==> config.mk <==
export PLATFORM = sky130hd
export DESIGN_NAME = count_seq_arbiter
export DESIGN_NICKNAME = d
export VERILOG_FILES = /design/src/rtl/count_seq_pkg.sv /design/src/rtl/count_seq_arbiter_rr_pick.sv /design/src/rtl/count_seq_arbiter.sv
export SDC_FILE = /design/constraint.sdc
export NUM_CORES = 1
export LEC_CHECK = 0
export ABC_AREA = 1
export BUFFER_PORTS_ARGS = -buffer_cell sky130_fd_sc_hd__buf_4
export CAP_MARGIN = 25
export CORE_ASPECT_RATIO = 1.25
export CORE_UTILIZATION = 55
export CTS_CLUSTER_DIAMETER = 30
export DETAILED_ROUTE_END_ITERATION = 16
export GPL_ROUTABILITY_DRIVEN = 0
export PLACE_DENSITY_LB_ADDON = 0.15
export SETUP_SLACK_MARGIN = 0.5
export SYNTH_ARGS = -nofsm -noshare
export SYNTH_HDL_FRONTEND = slang
export SYNTH_SLANG_ARGS = --single-unit
==> constraint.sdc <==
create_clock -name clk -period 5.6 [get_ports clk]
set_input_delay 0.56 -clock clk [delete_from_list [all_inputs] [get_ports clk]]
set_output_delay 0.56 -clock clk [all_outputs]
set_load 0.005 [all_outputs]
==> src/rtl/count_seq_pkg.sv <==
// Shared types and constants for the count_seq_arbiter slice.
// Optional feature macro: COUNT_SEQ_BACK2BACK_EN (consumed by count_seq_arbiter).
package count_seq_pkg;

  // Arbiter FSM states
  typedef enum logic {
    IDLE = 1'b0,
    RUN  = 1'b1
  } state_t;

  // Shared 2-bit sequence counter encodings
  localparam logic [1:0] C00 = 2'b00;
  localparam logic [1:0] C01 = 2'b01;
  localparam logic [1:0] C10 = 2'b10;
  localparam logic [1:0] C11 = 2'b11;

  // Upper bound on the number of requesters
  localparam int NREQ_MAX = 8;

  // Next counter value inside a run; skip_mode jumps 00 straight to 10.
  // C11 wraps to C00, but the arbiter handles that edge as run completion.
  function automatic logic [1:0] count_next(input logic [1:0] cur, input logic skip_mode);
    logic [1:0] nxt;
    nxt = C00;
    case (cur)
      C00:     nxt = skip_mode ? C10 : C01;
      C01:     nxt = C10;
      C10:     nxt = C11;
      default: nxt = C00;
    endcase
    return nxt;
  endfunction

endpackage

==> src/rtl/count_seq_arbiter_rr_pick.sv <==
// rr_pick: combinational round-robin selector.
// Returns the first set req bit at or after rr_ptr, wrapping at NREQ-1 -> 0.
module rr_pick #(
  parameter int NREQ = 4,
  parameter int IDW  = $clog2(NREQ)
) (
  input  logic [NREQ-1:0] req,
  input  logic [IDW-1:0]  rr_ptr,
  output logic            any,
  output logic [IDW-1:0]  winner
);

  // One extra bit so rr_ptr + offset never overflows before the wrap
  localparam int SW = IDW + 1;

  // w_rot[k] is the request of the requester k positions after rr_ptr
  logic [NREQ-1:0] w_rot;
  logic [IDW-1:0]  w_idx [NREQ];

  genvar gi;
  generate
    for (gi = 0; gi < NREQ; gi++) begin : g_rot
      logic [SW-1:0] w_sum;
      assign w_sum      = {1'b0, rr_ptr} + SW'(gi);
      assign w_idx[gi]  = (w_sum >= SW'(NREQ)) ? IDW'(w_sum - SW'(NREQ)) : IDW'(w_sum);
      assign w_rot[gi]  = req[w_idx[gi]];
    end
  endgenerate

  // Lowest rotated offset wins: scan from the far end so the nearest overrides
  always_comb begin
    any    = |req;
    winner = '0;
    for (int k = NREQ - 1; k >= 0; k--) begin
      if (w_rot[k]) winner = w_idx[k];
    end
  end

endmodule

==> src/rtl/count_seq_arbiter.sv <==
// count_seq_arbiter: round-robin owner of a shared 2-bit sequence counter.
// A granted requester runs 00->01->10->11 (or 00->10->11 when its skip bit is
// set on the first RUN edge). Dropping req mid-run aborts the run.
// Optional feature macro: COUNT_SEQ_BACK2BACK_EN -- on completion, hand the
// counter straight to the next requester with no IDLE cycle in between.
module count_seq_arbiter
  import count_seq_pkg::*;
#(
  parameter  int NREQ = 4,
  localparam int IDW  = $clog2(NREQ)
) (
  input  logic            clk,
  input  logic            reset,
  input  logic [NREQ-1:0] req,
  input  logic [NREQ-1:0] skip,
  output logic [NREQ-1:0] gnt,
  output logic [IDW-1:0]  gnt_id,
  output logic [1:0]      count,
  output logic            busy,
  output logic            done,
  output logic            abort
);

  state_t          r_state;
  logic [NREQ-1:0] r_gnt;
  logic [IDW-1:0]  r_gnt_id;
  logic [1:0]      r_count;
  logic            r_busy;
  logic            r_done;
  logic            r_abort;
  logic [IDW-1:0]  r_ptr;

  logic            w_any;
  logic [IDW-1:0]  w_win_id;
  logic [NREQ-1:0] w_win_oh;
  logic [IDW-1:0]  w_ptr_inc;
  logic [IDW-1:0]  w_ptr_sel;
  logic            w_own_req;
  logic            w_own_skip;

  // gnt is one-hot while running, so masking picks out the owner's bits
  assign w_own_req  = |(req & r_gnt);
  assign w_own_skip = |(skip & r_gnt);

  // Pointer just past the current owner, wrapping NREQ-1 -> 0
  assign w_ptr_inc = (r_gnt_id == IDW'(NREQ - 1)) ? '0 : r_gnt_id + IDW'(1);

  // In IDLE arbitrate from the stored pointer; in RUN the only arbitration
  // is the back-to-back handover, which starts just past the owner
  assign w_ptr_sel = (r_state == RUN) ? w_ptr_inc : r_ptr;

  rr_pick #(
    .NREQ (NREQ),
    .IDW  (IDW)
  ) u_pick (
    .req    (req),
    .rr_ptr (w_ptr_sel),
    .any    (w_any),
    .winner (w_win_id)
  );

  genvar gi;
  generate
    for (gi = 0; gi < NREQ; gi++) begin : g_oh
      assign w_win_oh[gi] = (w_win_id == IDW'(gi));
    end
  endgenerate

`ifdef COUNT_SEQ_BACK2BACK_EN
  // Someone other than the finishing owner is waiting
  logic w_others;
  assign w_others = |(req & ~r_gnt);
`endif

  // Arbiter FSM with counter, pointer and all outputs registered
  always_ff @(posedge clk or posedge reset) begin
    if (reset) begin
      r_state  <= IDLE;
      r_gnt    <= '0;
      r_gnt_id <= '0;
      r_count  <= C00;
      r_busy   <= 1'b0;
      r_done   <= 1'b0;
      r_abort  <= 1'b0;
      r_ptr    <= '0;
    end else begin
      r_done  <= 1'b0;
      r_abort <= 1'b0;
      case (r_state)
        IDLE: begin
          if (w_any) begin
            r_state  <= RUN;
            r_gnt    <= w_win_oh;
            r_gnt_id <= w_win_id;
            r_count  <= C00;
            r_busy   <= 1'b1;
          end
        end
        RUN: begin
          if (!w_own_req) begin
            // Owner let go: abort wins over everything, including completion
            r_state  <= IDLE;
            r_gnt    <= '0;
            r_gnt_id <= '0;
            r_count  <= C00;
            r_busy   <= 1'b0;
            r_abort  <= 1'b1;
            r_ptr    <= w_ptr_inc;
          end else if (r_count == C11) begin
            r_done <= 1'b1;
            r_ptr  <= w_ptr_inc;
`ifdef COUNT_SEQ_BACK2BACK_EN
            if (w_others) begin
              // Hand over in the same edge; the finisher has lowest priority
              r_gnt    <= w_win_oh;
              r_gnt_id <= w_win_id;
              r_count  <= C00;
            end else begin
              r_state  <= IDLE;
              r_gnt    <= '0;
              r_gnt_id <= '0;
              r_count  <= C00;
              r_busy   <= 1'b0;
            end
`else
            r_state  <= IDLE;
            r_gnt    <= '0;
            r_gnt_id <= '0;
            r_count  <= C00;
            r_busy   <= 1'b0;
`endif
          end else begin
            // skip only matters on the C00 edge; later values are ignored
            r_count <= count_next(r_count, w_own_skip);
          end
        end
        default: begin
          r_state <= IDLE;
        end
      endcase
    end
  end

  assign gnt    = r_gnt;
  assign gnt_id = r_gnt_id;
  assign count  = r_count;
  assign busy   = r_busy;
  assign done   = r_done;
  assign abort  = r_abort;

endmodule

======== Word-level counts from Yosys, hierarchy flattened ========
Cells that the tools add are included.
storage, ports and cells
  bits in registers ....................... 14
  logic and storage cells ................. 91
operators by class
  $add $sub $neg .......................... 8
  $lt $le $gt $ge ......................... 8
  equal/unequal tests ..................... 10
  muxes and demuxes ....................... 47
  bitwise logic cells ..................... 3
  reductions and logical operators ........ 7
operators with widths
  kind                   number
  $mux W2                19
  $mux W1                15
  $lt A2 B3 Y1 const B   4
  $mux W4                3
  $reduce_or A4 Y1       3
  $eq A2 B2 Y1 const B   5
  $ge A3 B3 Y1 const B   3
  $and A4 B4 Y4          2
  $bmux W1 S2            4
  $pmux W2 S2            2
  $pmux W4 S2            1
  $sub A2 B1 Y2 const B  4
  $add A2 B2 Y3 const B  2
  $pmux W2 S3            1
  $eq A2 B1 Y1 const B   2
  $logic_not A2 Y1       2
  $ne A2 B1 Y1 const B   2
  $pmux W1 S2            2
  $reduce_and A2 Y1      2
  $add A2 B1 Y3 const B  1
  $ge A2 B3 Y1 const B   1
  $ne A3 B2 Y1 const B   1
  $add A2 B1 Y2 const B  1
  $not A1 Y1             1

======== Longest topological paths before layout ========
Gate-level depths: netlist (run 1).
  depth in word-level cells ............... 15
  gate-level depth with buffers ........... 16
  depth with buffers taken out ............ 15

======== Cells and area by module ========
A second synthesis (run 1) with hierarchy kept.
second synthesis, totals
  cell total of the unflattened synthesis .. 140
  area, all modules ....................... 922.1 µm²
modules (own cells, without submodules)
  module             times used  cells each  area each (µm²)
  count_seq_arbiter  1           94          733.2
  rr_pick            1           46          188.9

======== Least setup slack after synthesis (run 1) ========
Ideal clock, no wire load.
  kind .................................... flip-flop to flip-flop
  start ................................... register r_gnt_id[0] (netlist: gnt_id[0])
  end ..................................... register r_gnt_id[0] (netlist: gnt_id[0])
  arrival time ............................ 1.668 ns
  required time ........................... 5.484 ns
  slack ................................... 3.815 ns
  cell stages (with the launch flop) ...... 17
  buffers on the path ..................... 1
  clock period less this slack ............ 1.785 ns
  path through ............................ dfrtp_1 ha_1 nor2_2 nand2_4 nand2_4 buf_8 nand2_2 nand2_1 nand2_1 nand2_1 clkinv_1 nand2_1 nand2_1 nand3_2 nand2_4 nand2_1 nand2_1
on the way
  word-level cells in the longest chain between the ends .. 14
  elaborated cells on any way between the ends .. 33
  those cells by class .................... add/sub (8); order compare (4); eq/ne (1); mux (20)
ends and longest elaborated chain
  item                                                  RTL line                         source
  from (decl)                                           count_seq_arbiter.sv:26          logic [IDW-1:0] r_gnt_id;
  from (signal assigned)                                count_seq_arbiter.sv:94          r_gnt_id <= w_win_id;
  $add A2 B1 Y2 / $eq A2 B2 Y1 (equally long branches)  count_seq_arbiter.sv:46          assign w_ptr_inc = (r_gnt_id == IDW'(NREQ - 1)) ? '0 : r_gnt_id + IDW'(1);
  $mux W2 *                                             count_seq_arbiter.sv:46
  $mux W2 *                                             count_seq_arbiter.sv:50          assign w_ptr_sel = (r_state == RUN) ? w_ptr_inc : r_ptr;
  $add A2 B2 Y3                                         count_seq_arbiter_rr_pick.sv:24  assign w_sum = {1'b0, rr_ptr} + SW'(gi);
  $ge A3 B3 Y1 / $sub A2 B1 Y2 (equally long branches)  count_seq_arbiter_rr_pick.sv:25  assign w_idx[gi] = (w_sum >= SW'(NREQ)) ? IDW'(w_sum - SW'(NREQ)) : IDW'(w_sum);
  $mux W2                                               count_seq_arbiter_rr_pick.sv:25
  $bmux W1 S2                                           count_seq_arbiter_rr_pick.sv:26  assign w_rot[gi] = req[w_idx[gi]];
  $mux W1 (not written as such)                         count_seq_arbiter_rr_pick.sv:26
  $mux W2 (3 in a row)                                  count_seq_arbiter_rr_pick.sv:35  if (w_rot[k]) winner = w_idx[k];
  $mux W2 *                                             count_seq_arbiter_rr_pick.sv:35
  $mux W2 *                                             count_seq_arbiter.sv:91          if (w_any) begin
  $pmux W2 S2 *                                         count_seq_arbiter.sv:89          case (r_state)
Every way passes the cells marked *; elsewhere a longest branch is shown, timed or not. The select of a mux whose other input is x is not followed.
A chain may end at the register's enable or synchronous reset.

======== Final worst setup path (run 1) ========
Ends and elaborated chain as after synthesis.

==> flow_summary.toml, run 1 <==
[worst_setup_path]
critPathMaxStageDelay_ns = 0.43
crit_chain = "ha_1 -> nor2_2 -> nand2_4 -> nand2_4 -> nand2_1 -> nand2_1 -> nand2_1 -> nand2_1 -> clkinv_1 -> nand2_1 -> nand2_1 -> nand3_2 -> nand2_4 -> nand2_1 -> nand2_1"
critPathArrivalTime_ns = 2.11
cp_max_fo = 11
timing_worst_setup_path_type = "flop to flop"
setup.worst_path.start_class = "flop"
crit_family = "simple AND/OR/NAND/NOR gates"
end_kind = "flop"
master_of_the_slowest_instance_on_the_critical_path = "sky130_fd_sc_hd__dfrtp_1"
timing.critical_path.mode_cell = "sky130_fd_sc_hd__nand2_1"
cp.required_ns = 5.79
crit_buf_inv = 1

[global_routing]
first_global_vias = 969
congestion_overflow_gr = 0
grt_first_pass_wirelength_um = 3877
antenna_found_initial = 0
grt_start_max_net_pins = 15
track_usage_pct = 23.65

[placed_design]
post-dp-hpwl_um = 1860
place_ws_ns = 3.521
placed_cell_area_mm2 = 0.001207
buffer_ports.inserted = 20

[floorplan]
start_util_pct = 59.72
core-area_mm2 = 0.001808
die-area_mm2 = 0.002146
io_pins = 21
floorplan.die.width_um = 41.63
fp-row-count = 17
die_h_um = 51.54

[timing]
worstMarginPinSlew_ns = 0.5593
finalSetupTns_ns = 0
maxSlewViolCount = 0
fin_worst_hold_slack_ns = 0.3206
timing.fmax_ghz = 0.5201
worst_slack_ns = 3.677
setup_viol = 0
timing_hold_violations_final = 0
rsz0062_at_grt = "false"
timing.slew.headroom_pct = 62.67
period_share_pct = 34.33
period_needed_ns = 1.923
worst_clock_skew_ns = 0.005616

[route]
drt_pass_1_iters = 4
detail_route.drc_violations = 0
drt-wirelength-per-cell_um = 12.69
detailroute.via_count = 1015
viasPerCell = 5.546
dr.first_iter.drc_count = 30
drt.antenna.violating_nets = 0
totalWireLength_um = 2322

[synthesis]
gate_count_after_technology_mapping = 144
yosys-top-cells-area = "sky130_fd_sc_hd__dfrtp_1 (32%), sky130_fd_sc_hd__nand2_1 (16%), sky130_fd_sc_hd__nand2_4 (7.3%)"
ys_top_cells_by_count = "sky130_fd_sc_hd__nand2_1 (46), sky130_fd_sc_hd__inv_1 (20), sky130_fd_sc_hd__dfrtp_1 (14), sky130_fd_sc_hd__nand3_1 (14), sky130_fd_sc_hd__nor2_1 (8)"
yosys.area.top_type_share_pct = 32.44
syn-mean-instance-area_um2 = 7.499
mappedNetlistArea_mm2 = 0.001080
yosysUniqueCellTypes = 24
synth_ff_type = "sky130_fd_sc_hd__dfrtp_1"
synth_edf_count = 0
synth_seq_cells = 14
postSynthNetCount = 157
synth_async_sr_flop_share_pct = 100.0
yosys_warnings = 0
synth_seq_area_share_pct = 32.44
most_repeated_cell_in_the_gate_level_netlist_after_synthesis = "sky130_fd_sc_hd__nand2_1"
synth_largest_area_cell = "sky130_fd_sc_hd__dfrtp_1"

[outcome]
status = "complete, no violations"

[cts]
post-cts-setup-buffers = 0
cts_hold_repair.buffers = 0
path_clk_slew_ns = 0.09
cts_tree = "yes"
insertion_delay_ns = 0.28
root_buffer = "sky130_fd_sc_hd__clkbuf_4"
cts_inserted_buffers = 3
cts.sinks = 14
post_cts_resize_count = 0
clock_tree.buffer_depth = 2
number_of_h_tree_levels = 1

[final_layout]
flow.area_growth_from_synthesis_pct = 13.90
insertedDiodeCount = 0
finish.instance_area_mm2 = 0.001230
fin_nets = 179
post_route_cells_drive_above_1_share_pct = 26.83
final_core_util_pct = 68.03

[pwr]
power_density_over_the_cells_mw_per_mm2 = 664.8
power.leakage_nw = 0.6938
worst_ir_drop_vdd_v = 0.0003978

[job]
cap_violations = 0

[min_path]
hp-class = "input pin to async pin"
==> flip-flops by register name, indices dropped and copies added, names as in the netlist <==
signal,flops
r_state,1
busy,1
gnt_id,2
done,1
abort,1
count,2
gnt,4
r_ptr,2
==> per-layer routing <==
| layer | share of wire, % | track usage [%] |
|---|---|---|
| met1 | 42 | 26.86 |
| met2 | 51 | 41.67 |
| met3 | 3.4 | 1.042 |
| met4 | 3.5 | 18.28 |
| met5 | 0 | 0 |
==> area by class of cell <==
cell class	count	area, µm²
Tap cell	19	23.77
Fill cell	157	578.1
Multi-Input combinational cell	105	595.6
Clock buffer	3	22.52
Inverter	22	87.58
Timing Repair Buffer	20	150.1
Sequential cell	14	350.3
==> worst paths after layout <==
| kind | start | endpoint | slack [ns] | depth (start not counted) |
|---|---|---|---|---|
| worst max-delay path | gnt_id[0] | gnt_id[0] | 3.68 | 15 |
| min in group clk | busy | busy | 0.50 | 2 |
| worst min register to register | busy | busy | 0.50 | 2 |
| worst max register to register | gnt_id[0] | gnt_id[0] | 3.68 | 15 |
| worst min-delay path | reset | gnt[2] | 0.32 | 2 |
| max in group asynchronous | reset | count[1] | 4.91 | 2 |
==> cell usage in the layout, fill, tap and decap left out <==
cell type	count
sky130_fd_sc_hd__ha_1	3
sky130_fd_sc_hd__nor2_2	1
sky130_fd_sc_hd__nand2_2	4
sky130_fd_sc_hd__o32ai_1	1
sky130_fd_sc_hd__o21ai_0	3
sky130_fd_sc_hd__inv_6	1
sky130_fd_sc_hd__a21oi_1	2
sky130_fd_sc_hd__nand3_2	5
sky130_fd_sc_hd__buf_4	20
sky130_fd_sc_hd__nand4_1	1
sky130_fd_sc_hd__inv_1	20
sky130_fd_sc_hd__nand2_8	1
sky130_fd_sc_hd__dfrtp_1	14
sky130_fd_sc_hd__nor3_1	1
sky130_fd_sc_hd__o21ai_2	2
sky130_fd_sc_hd__nand3_1	14
sky130_fd_sc_hd__clkbuf_4	3
sky130_fd_sc_hd__o22ai_1	4
sky130_fd_sc_hd__nand2_4	7
sky130_fd_sc_hd__clkinv_1	1
sky130_fd_sc_hd__a22o_1	2
sky130_fd_sc_hd__nor2_1	8
sky130_fd_sc_hd__nand2_1	46
==> cells by family after synthesis <==
family	Yosys count	synth area share, %
flip-flops	14	32.45
buffers and inverters	25	12.40
AND/OR/NAND/NOR	88	42.99
AO/OA/AOI/OAI	14	8.691
adder cells (fa/ha/maj)	3	3.477
==> where the power goes <==
group          switching [W]  internal [W]  leakage [nW]
Sequential         0.0000458      0.000141         0.181
Clock              0.0000332     0.0000250        0.0138
Combinational       0.000363      0.000210         0.499
Total               0.000442      0.000376         0.694
==> through the flow <==
step	std cells	total power (W)
after global placement	180	0.0007438
final	183	0.0008177
after CTS	183	0.0008218
after floorplan	144	0.0006732
after global routing	183	0.0008995
after detailed placement	180	0.0007623
Power figures use the tool's default switching activity.
==> inputs of run 2 (changes only) <==
ABC_AREA = 0   (was 1)
CORE_UTILIZATION = 44   (was 55)
clock period = 1.7 ns   (was 5.6 ns; I/O delays follow)
==> flow_summary.toml, run 2 <==
[synthesis]
synth_largest_area_cell = "sky130_fd_sc_hd__dfrtp_1"
synth_seq_area_share_pct = 46.67
synth_seq_cells = 14
yosysUniqueCellTypes = 32
yosys.area.top_type_share_pct = 46.67
synth_ff_type = "sky130_fd_sc_hd__dfrtp_1"
mappedNetlistArea_um2 = 750.7
gate_count_after_technology_mapping = 71
synth_async_sr_flop_share_pct = 100.0
synth_edf_count = 0
yosys_warnings = 0
most_repeated_cell_in_the_gate_level_netlist_after_synthesis = "sky130_fd_sc_hd__dfrtp_1"
yosys-top-cells-area = "sky130_fd_sc_hd__dfrtp_1 (47%), sky130_fd_sc_hd__ha_1 (5.0%), sky130_fd_sc_hd__a22o_1 (4.7%)"
syn-mean-instance-area_um2 = 10.57
postSynthNetCount = 84
ys_top_cells_by_count = "sky130_fd_sc_hd__dfrtp_1 (14), sky130_fd_sc_hd__inv_1 (5), sky130_fd_sc_hd__nand2_1 (5)"

[worst_setup_path]
crit_family = "compound AO/OA/AOI/OAI gates"
crit_buf_inv = 0
master_of_the_slowest_instance_on_the_critical_path = "sky130_fd_sc_hd__dfrtp_1"
cp.required_ns = 1.88
cp-endpoint = "gnt[3]"
timing.reg2reg.setup_slack_ns = -0.21
worst_r2r_endpoint = "gnt[3]"
cp_max_fo = 3
critPathLaunch = "gnt_id[1]"
r2r_start = "gnt_id[1]"
critPathMaxStageDelay_ns = 0.42
end_kind = "flop"
critPathArrivalTime_ns = 2.09
critical_path_cell_count = 6
crit_chain = "ha_4 -> or3b_4 -> and2_4 -> o21a_1 -> o31a_1 -> a22o_1"
r2r_cells = 6
setup.worst_path.start_class = "flop"
timing_worst_setup_path_type = "flop to flop"

[timing]
timing.fmax_ghz = 0.5222
worst_slack_ns = -0.2149
timing_hold_violations_final = 0
rsz0062_at_grt = "true"
maxSlewViolCount = 0
setup_viol = 6
worstMarginPinSlew_ns = 0.5307
period_share_pct = 112.6
worst_clock_skew_ns = 0.004203
timing.slew.headroom_pct = 64.58
finalSetupTns_ns = -0.9655
period_needed_ns = 1.915

[cts]
insertion_delay_ns = 0.28
cts_inserted_buffers = 3
root_buffer = "sky130_fd_sc_hd__clkbuf_4"
cts_tree = "yes"
number_of_h_tree_levels = 1
clock_tree.buffer_depth = 2
cts.sinks = 14
path_clk_slew_ns = 0.09

[pwr]
power_density_over_the_cells_mw_per_mm2 = 1756
power.leakage_nw = 0.6043
worst_ir_drop_vdd_v = 0.001161

[outcome]
failed_checks = "negative setup slack"
status = "finished with violations"

[global_routing]
congestion_overflow_gr = 0
use_met2_pct = 38.67
grt_start_max_net_pins = 15
antenna_found_initial = 0
met1_usage_pct = 26.84
first_global_vias = 674
grt_busiest_layer = "met2"
track_usage_pct = 21.74
grt_first_pass_wirelength_um = 2773
grt.met3_usage_pct = 4.110

[floorplan]
io_pins = 21
start_util_pct = 47.47
core-area_mm2 = 0.001582
die_h_um = 48.18
die-area_mm2 = 0.001876
floorplan.die.width_um = 38.95
fp-row-count = 16

[job]
cap_violations = 0

[route]
dr.first_iter.drc_count = 7
drt_pass_1_iters = 4
viasPerCell = 5.579
detail_route.drc_violations = 0
drt-wirelength-per-cell_um = 14.94
drt.antenna.violating_nets = 0
detailroute.via_count = 742
totalWireLength_um = 1987

[final_layout]
mostFrequentLayoutCells = "sky130_fd_sc_hd__buf_4 (30), sky130_fd_sc_hd__dfrtp_1 (14), sky130_fd_sc_hd__buf_6 (10)"
insertedDiodeCount = 0
post_route_cells_drive_above_1_share_pct = 53.91
flow.area_growth_from_synthesis_pct = 68.17
final_core_util_pct = 79.83
mostFrequentLayoutCell = "sky130_fd_sc_hd__buf_4"
largest_reg_flops = 4
fin_nets = 129

[min_path]
hp-class = "input pin to flop"

[placed_design]
post-dp-hpwl_um = 1378
buffer_ports.inserted = 20
[run 2: how the worst min path moves through the flow]
stage	startpoint	end	slack, ns	cells past startpoint
finish	req[0]	abort	0.40	4
global route	req[0]	abort	0.41	4
CTS	req[0]	r_state	0.35	4
detailed placement	reset	r_state	0.24	2
global placement	reset	abort	0.23	2
floorplan	reset	abort	0.06	1
[run 2: layout make-up]
cell class | count | area (µm²)
timing repair buffer | 41 | 347.8
inverter | 5 | 18.77
multi-input combinational | 51 | 486.7
sequential | 14 | 350.3
clock buffer | 4 | 36.28
tap | 18 | 22.52
fill | 91 | 319.1
[run 2: metal layers]
metal	routed length, µm	up-vias
li1	-	357
met1	889	361
met2	1014	22
met3	72	2
met4	11	0
met5	0	-
[run 2: per-stage QoR]
step | instances | total power [W] | area (µm²) | worst slack (ns) | hold WS, ns
after floorplan | 71 | 0.001197 | 805.8 | -0.1557 | 0.05922
after global placement | 117 | 0.001595 | 1039 | -0.1370 | 0.2311
after detailed placement | 117 | 0.001624 | 1039 | -0.1603 | 0.2403
after CTS | 129 | 0.001986 | 1157 | -0.1600 | 0.3534
after global routing | 133 | 0.002353 | 1262 | -0.2531 | 0.4099
final | 133 | 0.002217 | 1262 | -0.2149 | 0.4003
[run 2: repair_timing]
action / 4_1_cts / 5_1_grt
resized for setup: 5 / 16
hold buffers: 1 / 0
buffers inserted: 7 / 4
pin swaps: 2 / 3
setup endpoints to repair: 15 / 16
endpoints found under the hold margin: 14 / 0
[run 2: report_power, final]
part | switching [W] | internal [W]
combinational | 0.000587 | 0.000826
sequential | 0.000102 | 0.000460
clock | 0.000114 | 0.000130
[run 2: worst min-delay path: cells and delay by family]
family                 cells  cell delay (ns)
AND/OR/NAND/NOR            1             0.14
buffers and inverters      2             0.26
AO/OA/AOI/OAI              1             0.07
[run 2: logic make-up after synthesis]
| group | synth area share, % |
|---|---|
| AND/OR/NAND/NOR | 17.34 |
| AO/OA/AOI/OAI | 23.17 |
| flip-flops | 46.67 |
| buffers and inverters | 3.501 |
| multiplexers | 4.333 |
| adder cells (fa/ha/maj) | 5.001 |
==> inputs of run 3 (changes only) <==
CORE_UTILIZATION = 46   (was 44)
SYNTH_HIERARCHICAL = 1   (was default)
==> flow_summary.toml, run 3 <==
[timing]
maxSlewViolCount = 0
period_share_pct = 105.0
finalSetupTns_ns = -0.3233
worst_slack_ns = -0.08496
period_needed_ns = 1.785
timing.slew.headroom_pct = 64.32
timing.fmax_ghz = 0.5602
setup_viol = 5
worst_clock_skew_ns = 0.002605
fin_worst_hold_slack_ns = 0.2445
rsz0062_at_grt = "true"
worstMarginPinSlew_ns = 0.5346
timing_hold_violations_final = 0

[cts]
root_buffer = "sky130_fd_sc_hd__clkbuf_4"
clock_tree.buffer_depth = 2
insertion_delay_ns = 0.29
path_clk_slew_ns = 0.08
cts_tree = "yes"
number_of_h_tree_levels = 1
cts_inserted_buffers = 3
cts.sinks = 14

[synthesis]
synth_seq_area_share_pct = 41.54
yosys.area.top_type_share_pct = 41.54
mappedNetlistArea_um2 = 843.3
ys_top_cells_by_count = "sky130_fd_sc_hd__dfrtp_1 (14), sky130_fd_sc_hd__inv_1 (12), sky130_fd_sc_hd__nand2_1 (8), sky130_fd_sc_hd__o21ai_0 (8), sky130_fd_sc_hd__nor2_1 (7)"
most_repeated_cell_in_the_gate_level_netlist_after_synthesis = "sky130_fd_sc_hd__dfrtp_1"
syn-mean-instance-area_um2 = 9.583
synth_largest_area_cell = "sky130_fd_sc_hd__dfrtp_1"
synth_seq_cells = 14
gate_count_after_technology_mapping = 88
synth_ff_type = "sky130_fd_sc_hd__dfrtp_1"
synth_async_sr_flop_share_pct = 100.0
postSynthNetCount = 101
synth_edf_count = 0
yosys-top-cells-area = "sky130_fd_sc_hd__dfrtp_1 (42%), sky130_fd_sc_hd__inv_1 (5.3%), sky130_fd_sc_hd__o21ai_0 (4.7%)"
yosysUniqueCellTypes = 29
yosys_warnings = 6

[final_layout]
flow.area_growth_from_synthesis_pct = 41.10
final_core_util_pct = 72.48
post_route_cells_drive_above_1_share_pct = 41.32
fin_nets = 135
finalNonFillerCells = 139
mostFrequentLayoutCell = "sky130_fd_sc_hd__buf_4"
insertedDiodeCount = 0
mostFrequentLayoutCells = "sky130_fd_sc_hd__buf_4 (28), sky130_fd_sc_hd__dfrtp_1 (13), sky130_fd_sc_hd__inv_1 (10)"
largest_reg_flops = 4

[pwr]
power_density_over_the_cells_mw_per_mm2 = 1844
power.leakage_nw = 0.5603
worst_ir_drop_vdd_v = 0.001211

[route]
detail_route.drc_violations = 0
drt.antenna.violating_nets = 0
totalWireLength_um = 1992
drt-wirelength-per-cell_um = 14.33
viasPerCell = 5.640
drt_pass_1_iters = 6
detailroute.via_count = 784
dr.first_iter.drc_count = 14

[floorplan]
io_pins = 21
start_util_pct = 51.37
die-area_mm2 = 0.002010
die_h_um = 49.87
fp-row-count = 16
core-area_mm2 = 0.001642
floorplan.die.width_um = 40.30

[global_routing]
first_global_vias = 740
grt.met3_usage_pct = 4.054
use_met2_pct = 36.83
track_usage_pct = 23.47
grt_first_pass_wirelength_um = 3208
congestion_overflow_gr = 0
met1_usage_pct = 30.52
antenna_found_initial = 0
grt_start_max_net_pins = 15
grt_busiest_layer = "met2"

[worst_setup_path]
timing_worst_setup_path_type = "flop to flop"
end_kind = "flop"
critPathArrivalTime_ns = 1.96
cp.required_ns = 1.87
cp_max_fo = 5
setup.worst_path.start_class = "flop"

[min_path]
hp-class = "input pin to flop"

[outcome]
status = "finished with violations"
failed_checks = "negative setup slack"

[placed_design]
place_ws_ns = -0.1799
post-dp-hpwl_um = 1417
place.detailed.instances = 130
buffer_ports.inserted = 20

[job]
cap_violations = 0
## run 3: cells by family (layout without fill, tap and decap cells)
kind of cell | count (synthesis) | after routing | share of synthesized area (%)
multiplexers | 2 | 2 | 2.374
buffers and inverters | 13 | 46 | 6.676
flip-flops | 14 | 14 | 41.54
AND/OR/NAND/NOR | 23 | 23 | 12.61
AO/OA/AOI/OAI | 33 | 33 | 32.34
adder cells (fa/ha/maj) | 3 | 3 | 4.452
## run 3: final cells by class
class | instances | area, µm²
multi-input combinational | 61 | 503.0
fill | 122 | 451.7
sequential | 14 | 351.6
timing repair buffer | 30 | 231.5
inverter | 12 | 45.04
clock buffer | 4 | 36.28
tap | 18 | 22.52
## run 3: what timing repair did
item,CTS,global route
gates resized for setup,13,6
setup buffers,4,0
pin swaps,4,5
endpoints found under the setup margin,13,14
hold endpoints to repair,14,0
hold buffers,1,0
## run 3: critical path, cell delays in order (launching register included)
cell                       delay [ns]
sky130_fd_sc_hd__dfrtp_1         0.42
sky130_fd_sc_hd__ha_4            0.26
sky130_fd_sc_hd__nand2_4         0.07
sky130_fd_sc_hd__nand2_4         0.07
sky130_fd_sc_hd__mux2i_1         0.14
sky130_fd_sc_hd__a211oi_2        0.31
sky130_fd_sc_hd__inv_1           0.09
sky130_fd_sc_hd__a32oi_1         0.22
sky130_fd_sc_hd__o21ai_1         0.09
## run 3: worst paths after layout
| kind | startpoint | to | slack (ns) | depth (start not counted) |
|---|---|---|---|---|
| min in group asynchronous | reset | gnt_id[1] | 0.47 | 3 |
| worst min register to register | busy | busy | 0.52 | 1 |
| worst min-delay path | req[0] | abort | 0.24 | 3 |
| worst max-delay path | gnt_id[0] | gnt[2] | -0.08 | 8 |
| worst max register to register | gnt_id[0] | gnt[2] | -0.08 | 8 |
| max in group asynchronous | reset | r_state | 0.85 | 3 |
## run 3: metrics by stage
stage | cell area (µm²) | total power (W)
6_report | 1190 | 0.002194
5_1_grt | 1190 | 0.002375
4_1_cts | 1172 | 0.002136
3_5_place_dp | 1054 | 0.001706
3_3_place_gp | 1054 | 0.001669
2_1_floorplan | 854.6 | 0.001320
## run 3: layer usage
| layer | wire length (µm) | vias up | part of all wire, % |
|---|---|---|---|
| met3 | 79 | 5 | 4.0 |
| li1 | - | 385 | - |
| met1 | 907 | 370 | 46 |
| met2 | 965 | 24 | 48 |
| met4 | 39 | 0 | 2.0 |
| met5 | 0 | - | 0 |
## run 3: power breakdown
part	internal, W	switching, W
clock network	0.000131	0.000113
registers	0.000476	0.000148
logic	0.000699	0.000629
